File: src/rtl/rst_seq_pkg.sv
// Shared types and elaboration helpers for the staggered reset sequencer.
package rst_seq_pkg;

  typedef enum logic [1:0] {
    HOLD    = 2'd0,
    RELEASE = 2'd1,
    RUN     = 2'd2
  } state_t;

  // True when val is representable in an unsigned field of the given width.
  function automatic bit fits(longint unsigned val, int unsigned width);
    return (width >= 64) || ((val >> width) == 0);
  endfunction

endpackage

File: src/rtl/rst_sync.sv
// Two-flop reset synchronizer: asserts asynchronously, deasserts on the second clock edge.
module rst_sync (
  input  logic clk,
  input  logic arst,
  output logic srst
);

  logic meta;

  always_ff @(posedge clk or posedge arst) begin
    if (arst) begin
      meta <= 1'b1;
      srst <= 1'b1;
    end else begin
      meta <= 1'b0;
      srst <= meta;
    end
  end

endmodule

File: src/rtl/rst_seq_gen.sv
// Staggered multi-channel reset release with re-sequence request and heartbeat watchdog.
// Define WDT_AUTO_RST_EN to make watchdog expiry pulse timeout_o and re-sequence automatically.
module rst_seq_gen
  import rst_seq_pkg::*;
#(
  parameter int unsigned NUM_CH    = 4,
  parameter int unsigned INIT_DLY  = 16,
  parameter int unsigned STAGE_DLY = 100,
  parameter int unsigned CNT_W     = 16,
  parameter int unsigned TIMEOUT   = 1000000,
  parameter int unsigned TO_W      = 32
) (
  input  logic              clk_i,
  input  logic              rst_i,
  input  logic              req_i,
  input  logic              hb_i,
  output logic [NUM_CH-1:0] rst_o,
  output logic [NUM_CH-1:0] rst_n_o,
  output logic              done_o,
  output logic              busy_o,
  output logic              timeout_o
);

  localparam logic [CNT_W-1:0]  INIT_LAST  = CNT_W'(INIT_DLY - 1);
  localparam logic [CNT_W-1:0]  STAGE_LAST = CNT_W'(STAGE_DLY - 1);
  localparam logic [TO_W-1:0]   TO_LAST    = TO_W'((TIMEOUT > 0) ? TIMEOUT - 1 : 0);
  localparam logic [NUM_CH-1:0] LAST_MASK  = NUM_CH'(1) << (NUM_CH - 1);
  localparam bit                WDT_ON     = (TIMEOUT > 0);

  if (NUM_CH == 0 || INIT_DLY == 0 || STAGE_DLY == 0 ||
      !fits(INIT_DLY, CNT_W) || !fits(STAGE_DLY, CNT_W) || !fits(TIMEOUT, TO_W)) begin : g_param_err
    $error("rst_seq_gen: invalid parameter set");
  end

  logic              rst_s;
  state_t            state;
  logic [CNT_W-1:0]  cnt;
  logic [TO_W-1:0]   wcnt;
  logic [NUM_CH-1:0] rst_q;
  logic              done_q, busy_q, timeout_q;
  logic              step, reseq;

  rst_sync u_rst_sync (
    .clk  (clk_i),
    .arst (rst_i),
    .srst (rst_s)
  );

  always_comb begin
    step = 1'b0;
    case (state)
      HOLD:    step = (cnt == INIT_LAST);
      RELEASE: step = (cnt == STAGE_LAST);
      default: step = 1'b0;
    endcase
  end

  always_comb begin
    reseq = req_i;
`ifdef WDT_AUTO_RST_EN
    if (WDT_ON && state == RUN && !hb_i && wcnt == TO_LAST)
      reseq = 1'b1;
`endif
  end

  always_ff @(posedge clk_i or posedge rst_s) begin
    if (rst_s) begin
      state     <= HOLD;
      cnt       <= '0;
      wcnt      <= '0;
      rst_q     <= '1;
      done_q    <= 1'b0;
      busy_q    <= 1'b1;
      timeout_q <= 1'b0;
    end else begin
`ifdef WDT_AUTO_RST_EN
      timeout_q <= 1'b0;
`endif
      if (reseq) begin
        state     <= HOLD;
        cnt       <= '0;
        wcnt      <= '0;
        rst_q     <= '1;
        done_q    <= 1'b0;
        busy_q    <= 1'b1;
        // Only a watchdog-initiated re-sequence reports expiry; req_i always wins.
        timeout_q <= ~req_i;
      end else if (step) begin
        // Released bits form a contiguous low run, so this clears the lowest still-set bit.
        rst_q <= rst_q & (rst_q << 1);
        cnt   <= '0;
        if (rst_q == LAST_MASK) begin
          state  <= RUN;
          done_q <= 1'b1;
          busy_q <= 1'b0;
          wcnt   <= '0;
        end else begin
          state <= RELEASE;
        end
      end else begin
        case (state)
          HOLD, RELEASE: if (cnt != '1) cnt <= cnt + 1'b1;
          RUN: begin
            if (WDT_ON && !timeout_q) begin
              if (hb_i)                 wcnt      <= '0;
              else if (wcnt != TO_LAST) wcnt      <= wcnt + 1'b1;
              else                      timeout_q <= 1'b1;
            end
          end
          default: state <= HOLD;
        endcase
      end
    end
  end

  assign rst_o     = rst_q;
  assign rst_n_o   = ~rst_q;
  assign done_o    = done_q;
  assign busy_o    = busy_q;
  assign timeout_o = timeout_q;

endmodule

File: config.mk
export PLATFORM = sky130hd
export DESIGN_NAME = rst_seq_gen
export DESIGN_NICKNAME = d
export VERILOG_FILES = /design/src/rtl/rst_seq_pkg.sv /design/src/rtl/rst_sync.sv /design/src/rtl/rst_seq_gen.sv
export SDC_FILE = /design/constraint.sdc
export NUM_CORES = 1
export LEC_CHECK = 0
export CAP_MARGIN = 30
export CORE_MARGIN = 4
export CORE_UTILIZATION = 60
export DETAILED_ROUTE_END_ITERATION = 8
export HOLD_SLACK_MARGIN = 0.12
export PLACE_DENSITY = 0.75
export SETUP_SLACK_MARGIN = 0.05
export SKIP_LAST_GASP = 1
export SLEW_MARGIN = 20
export SYNTH_ARGS = -nofsm -noshare
export SYNTH_HDL_FRONTEND = slang
export SYNTH_SLANG_ARGS = --single-unit
export TNS_END_PERCENT = 50
File: constraint.sdc
create_clock -name clk_i -period 2.6 [get_ports clk_i]
set_clock_uncertainty 0.2 [all_clocks]
set_input_delay 0.39 -clock clk_i [delete_from_list [all_inputs] [get_ports clk_i]]
set_output_delay 0.39 -clock clk_i [all_outputs]
set_load 0.005 [all_outputs]
==> summary.log <==
INFO  power          finalPower=1960uW
INFO  synthesis      area_leader_netlist=sky130_fd_sc_hd__dfrtp_1
INFO  setup_path     timing.critical_path.to_type=flop
INFO  sta            worstMarginPinSlew=0.661ns
INFO  synthesis      synthDominantCellAreaShare=36.0%
INFO  global_route   global_route.usage.total=27.4%
INFO  sta            final-hold-violation-count=0
INFO  power          leakagePower=0.00164uW
INFO  setup_path     worst-r2r-setup-slack=0.16ns
INFO  final_layout   final_layout_size_suffix_gt1_share=18.2%
INFO  synthesis      synth_top_cells_by_area=sky130_fd_sc_hd__dfrtp_1, sky130_fd_sc_hd__dfstp_2, sky130_fd_sc_hd__a31oi_1, sky130_fd_sc_hd__nand3_1, sky130_fd_sc_hd__nand4_1
INFO  clock_tree     cts_sinks=59
INFO  hold_path      timing.hold.worst_path_depth=0
INFO  clock_tree     clkLatencyLatePin=0.34ns
INFO  floorplan      chipWidth=85.6um
INFO  synthesis      synthesis.nets=389
INFO  synthesis      ys_types=59
INFO  outcome        status=complete, no violations
INFO  global_route   largest_net_degree_at_the_start_of_global_routing=30
INFO  sta            period_utilisation_layout=93.9%
INFO  clock_tree     total_setup_buffers_inserted_after_cts=0
INFO  placement      placed_cell_area=3990um^2
INFO  clock_tree     clock_tree_root_driver_cell=sky130_fd_sc_hd__clkbuf_8
INFO  placement      routabilityCongestion=0.929
INFO  setup_path     crit-reg2reg-capture=wcnt[20]
INFO  setup_path     worst_ep_required_time=2.60ns
INFO  setup_path     critical_path.max_stage_delay=0.53ns
INFO  synthesis      synthesis.area=3610um^2
INFO  drt            iteration_count_of_the_initial_detailed_routing_pass=5
INFO  final_layout   syn2layout_area_growth=17.0%
INFO  drt            wire_per_inst=19.0um
INFO  sta            slew_violations=0
INFO  setup_path     arrival=2.44ns
INFO  flow_run       max-cap-violations=0
INFO  floorplan      chipHeight=85.6um
INFO  drt            via_per_inst=6.81
INFO  setup_path     crit_fanout=14
INFO  clock_tree     cts_buffers=9
INFO  final_layout   finalInstanceArea=4230um^2
INFO  placement      numPortBuffers=14
INFO  drt            drcViolationCount=0
INFO  synthesis      ys.warnings.count=0
INFO  setup_path     critical_path.cell_chain=ha_1 > and3_1 > nand4_1 > or4_1 > buf_4 > nand2_1 > o221ai_1
INFO  floorplan      start_util=61.4%
INFO  floorplan      top_level_ports=15
INFO  synthesis      synth.ff_latch_count=59
INFO  setup_path     worst_setup_path_start_kind=flop
INFO  drt            num_vias=3391
INFO  sta            grt_setup_unrepaired=false
INFO  final_layout   final_nets=424
INFO  sta            slew_headroom=55.5%
INFO  hold_path      min-delay-start=u_rst_sync.meta
INFO  synthesis      synthesis.area_per_instance=9.43um^2
INFO  floorplan      site_row_count=28
INFO  setup_path     reg2reg_from=wcnt[1]
INFO  global_route   globalRoute.totalOverflow=0
INFO  clock_tree     cts_max_level=3
INFO  drt            wl=9470um
INFO  global_route   first_global_vias=3301
INFO  sta            timing.setup.tns=0ns
INFO  global_route   global_route_wire_length_before_repair=15900um
INFO  setup_path     start_to_end_type_of_the_worst_setup_path=reg2reg
INFO  power          peakVddDrop=0.334mV
INFO  floorplan      core_footprint=5890um^2
INFO  placement      place.detailed.hpwl=6360um
INFO  sta            final_setup_violation_count=0
INFO  clock_tree     clkSlewWorstSetupHoldPaths=0.06ns
INFO  synthesis      postSynthCellCount=383
INFO  hold_path      hold_path_end=u_rst_sync.srst
INFO  synthesis      synth_async_sr_flop_share=100%
INFO  synthesis      ys_seq_area_share=41.1%
INFO  floorplan      die_outline_area=7330um^2
INFO  power          pwr_density_cell=463nW/um^2
INFO  setup_path     r2r.worst_path.cells=7
INFO  sta            timing.fmax=0.409GHz
INFO  final_layout   insertedDiodeCount=0
INFO  setup_path     crit_path_top_delay_cell=sky130_fd_sc_hd__or4_1
INFO  sta            final.min_clock_period=2.44ns
INFO  hold_path      hold_path.class=reg2reg
INFO  synthesis      synth_enable_flop_cells=0
INFO  clock_tree     cts_tree=yes
INFO  drt            initialDrtViolationCount=428
INFO  global_route   initial_antenna_violation_count=0
INFO  clock_tree     clock_tree.buffer_depth=2
INFO  drt            remaining_antenna_violation_count=0
INFO  synthesis      synthFlopType=sky130_fd_sc_hd__dfrtp_1
## cells in the final DEF (no fill, tap or decap), types with 8 or more instances in the layout
master                            instances
sky130_fd_sc_hd__dfrtp_1                 52
sky130_fd_sc_hd__a31oi_1                 27
sky130_fd_sc_hd__buf_4                   27
sky130_fd_sc_hd__nor2_1                  26
sky130_fd_sc_hd__nand3_1                 24
sky130_fd_sc_hd__nand2_1                 22
sky130_fd_sc_hd__nand4_1                 19
sky130_fd_sc_hd__inv_1                   17
sky130_fd_sc_hd__or3_1                   14
sky130_fd_sc_hd__clkdlybuf4s50_1         14
sky130_fd_sc_hd__nor4_1                  12
sky130_fd_sc_hd__nor3_1                  11
sky130_fd_sc_hd__and4_1                  10
sky130_fd_sc_hd__clkbuf_8                10
sky130_fd_sc_hd__o21ai_0                  8
sky130_fd_sc_hd__and2_1                   8
## report_power, final
part           total [uW]  switching (uW)  internal (uW)
clock                 929             361            568
sequential            931            6.28            925
combinational        98.8            62.5           36.3
## final cells by class
| class | instances | area [um^2] |
|---|---|---|
| flip-flops and latches | 59 | 1490 |
| clock buffers | 14 | 153 |
| fillers | 473 | 1660 |
| repair buffers | 45 | 413 |
| well taps | 75 | 93.8 |
| inverters | 18 | 67.6 |
| multi-input cells | 285 | 1960 |
| clock inverters | 2 | 60.1 |
## sequential cells by signal (all words and copies together), names as in the netlist
name	cells
busy_o	1
state	2
rst_o	4
timeout_o	1
u_rst_sync.srst	1
cnt	16
done_o	1
wcnt	32
u_rst_sync.meta	1
## kinds of logic (layout without fill, tap and decap cells)
| kind of cell | count (synthesis) | count (layout) | share of synthesized area (%) |
|---|---|---|---|
| AND/OR/NAND/NOR | 180 | 180 | 28.7 |
| AO/OA/AOI/OAI | 90 | 90 | 20.9 |
| flip-flops | 59 | 59 | 41.1 |
| buffers and inverters | 39 | 79 | 5.50 |
| XOR/XNOR | 9 | 9 | 2.18 |
| multiplexers | 3 | 3 | 0.831 |
| adder cells (fa/ha/maj) | 2 | 2 | 0.692 |
| other | 1 | 1 | 0.104 |
## worst max-delay path: cells and delay by family (launching register included)
kind	cells	cell delay [ns]
simple gates	4	1.09
flops	1	0.44
fa+ha+maj	1	0.21
compound gates	1	0.15
buf+inv	1	0.23
## stage by stage
| stage | util, % | std cells | setup slack (ns) | hold WS (ns) |
|---|---|---|---|---|
| final | 71.9 | 498 | 0.158 | 0.158 |
| after global routing | 71.9 | 498 | 0.0590 | 0.166 |
| after CTS | 71.5 | 498 | 0.103 | 0.160 |
| after detailed placement | 67.7 | 481 | -0.0469 | 0.0678 |
| after global placement | 67.7 | 481 | 0.0240 | 0.0617 |
| after floorplan | - | 383 | 0.292 | 0.102 |
## metal layers
layer	routed length, um	GRT usage (%)
met1	4230	38.7
met2	4260	41.0
met3	844	7.40
met4	133	8.78
met5	0	0
## timing repair
item | in CTS | in global routing
setup endpoints to repair | 0 | 9
hold buffers | 1 | 0
hold endpoints to repair | 19 | 0
resized for setup | 0 | 3
## synthesized netlist by cell type (2+ instances only)
master                       n
sky130_fd_sc_hd__dfrtp_1    52
sky130_fd_sc_hd__a31oi_1    27
sky130_fd_sc_hd__nor2_1     26
sky130_fd_sc_hd__nand3_1    24
sky130_fd_sc_hd__nand2_1    22
sky130_fd_sc_hd__nand4_1    19
sky130_fd_sc_hd__inv_1      18
sky130_fd_sc_hd__nor4_1     14
sky130_fd_sc_hd__or3_1      14
sky130_fd_sc_hd__nor3_1     11
sky130_fd_sc_hd__and4_1     10
sky130_fd_sc_hd__clkbuf_1    9
sky130_fd_sc_hd__and2_1      8
sky130_fd_sc_hd__o21ai_0     8
sky130_fd_sc_hd__a31oi_2     7
sky130_fd_sc_hd__and3_1      7
sky130_fd_sc_hd__dfstp_2     7
sky130_fd_sc_hd__nand2b_1    6
sky130_fd_sc_hd__xor2_1      6
sky130_fd_sc_hd__a41oi_1     5
sky130_fd_sc_hd__buf_2       5
sky130_fd_sc_hd__o211ai_1    5
sky130_fd_sc_hd__a211o_1     4
sky130_fd_sc_hd__a21oi_1     4
sky130_fd_sc_hd__a41oi_2     4
sky130_fd_sc_hd__buf_6       4
sky130_fd_sc_hd__nor2b_1     4
sky130_fd_sc_hd__o221ai_1    4
sky130_fd_sc_hd__mux2i_1     3
sky130_fd_sc_hd__nor3b_1     3
sky130_fd_sc_hd__nor4b_2     3
sky130_fd_sc_hd__o2111ai_1   3
sky130_fd_sc_hd__o31ai_1     3
sky130_fd_sc_hd__xnor2_1     3
sky130_fd_sc_hd__a21o_1      2
sky130_fd_sc_hd__ha_1        2
sky130_fd_sc_hd__nand3b_1    2
sky130_fd_sc_hd__o211ai_2    2
sky130_fd_sc_hd__o21a_1      2
sky130_fd_sc_hd__or2_2       2
## worst max-delay path by stage
stage / startpoint / endpoint / slack (ns) / depth (start not counted)
after floorplan: wcnt[0] / wcnt[2] / 0.29 / 8
after global placement: hb_i / wcnt[20] / 0.02 / 7
after detailed placement: hb_i / wcnt[10] / -0.05 / 7
after CTS: wcnt[6] / wcnt[20] / 0.10 / 6
after global routing: wcnt[0] / wcnt[20] / 0.06 / 7
final: wcnt[1] / wcnt[20] / 0.16 / 7
Note: power is estimated with default switching activity, not from simulation.
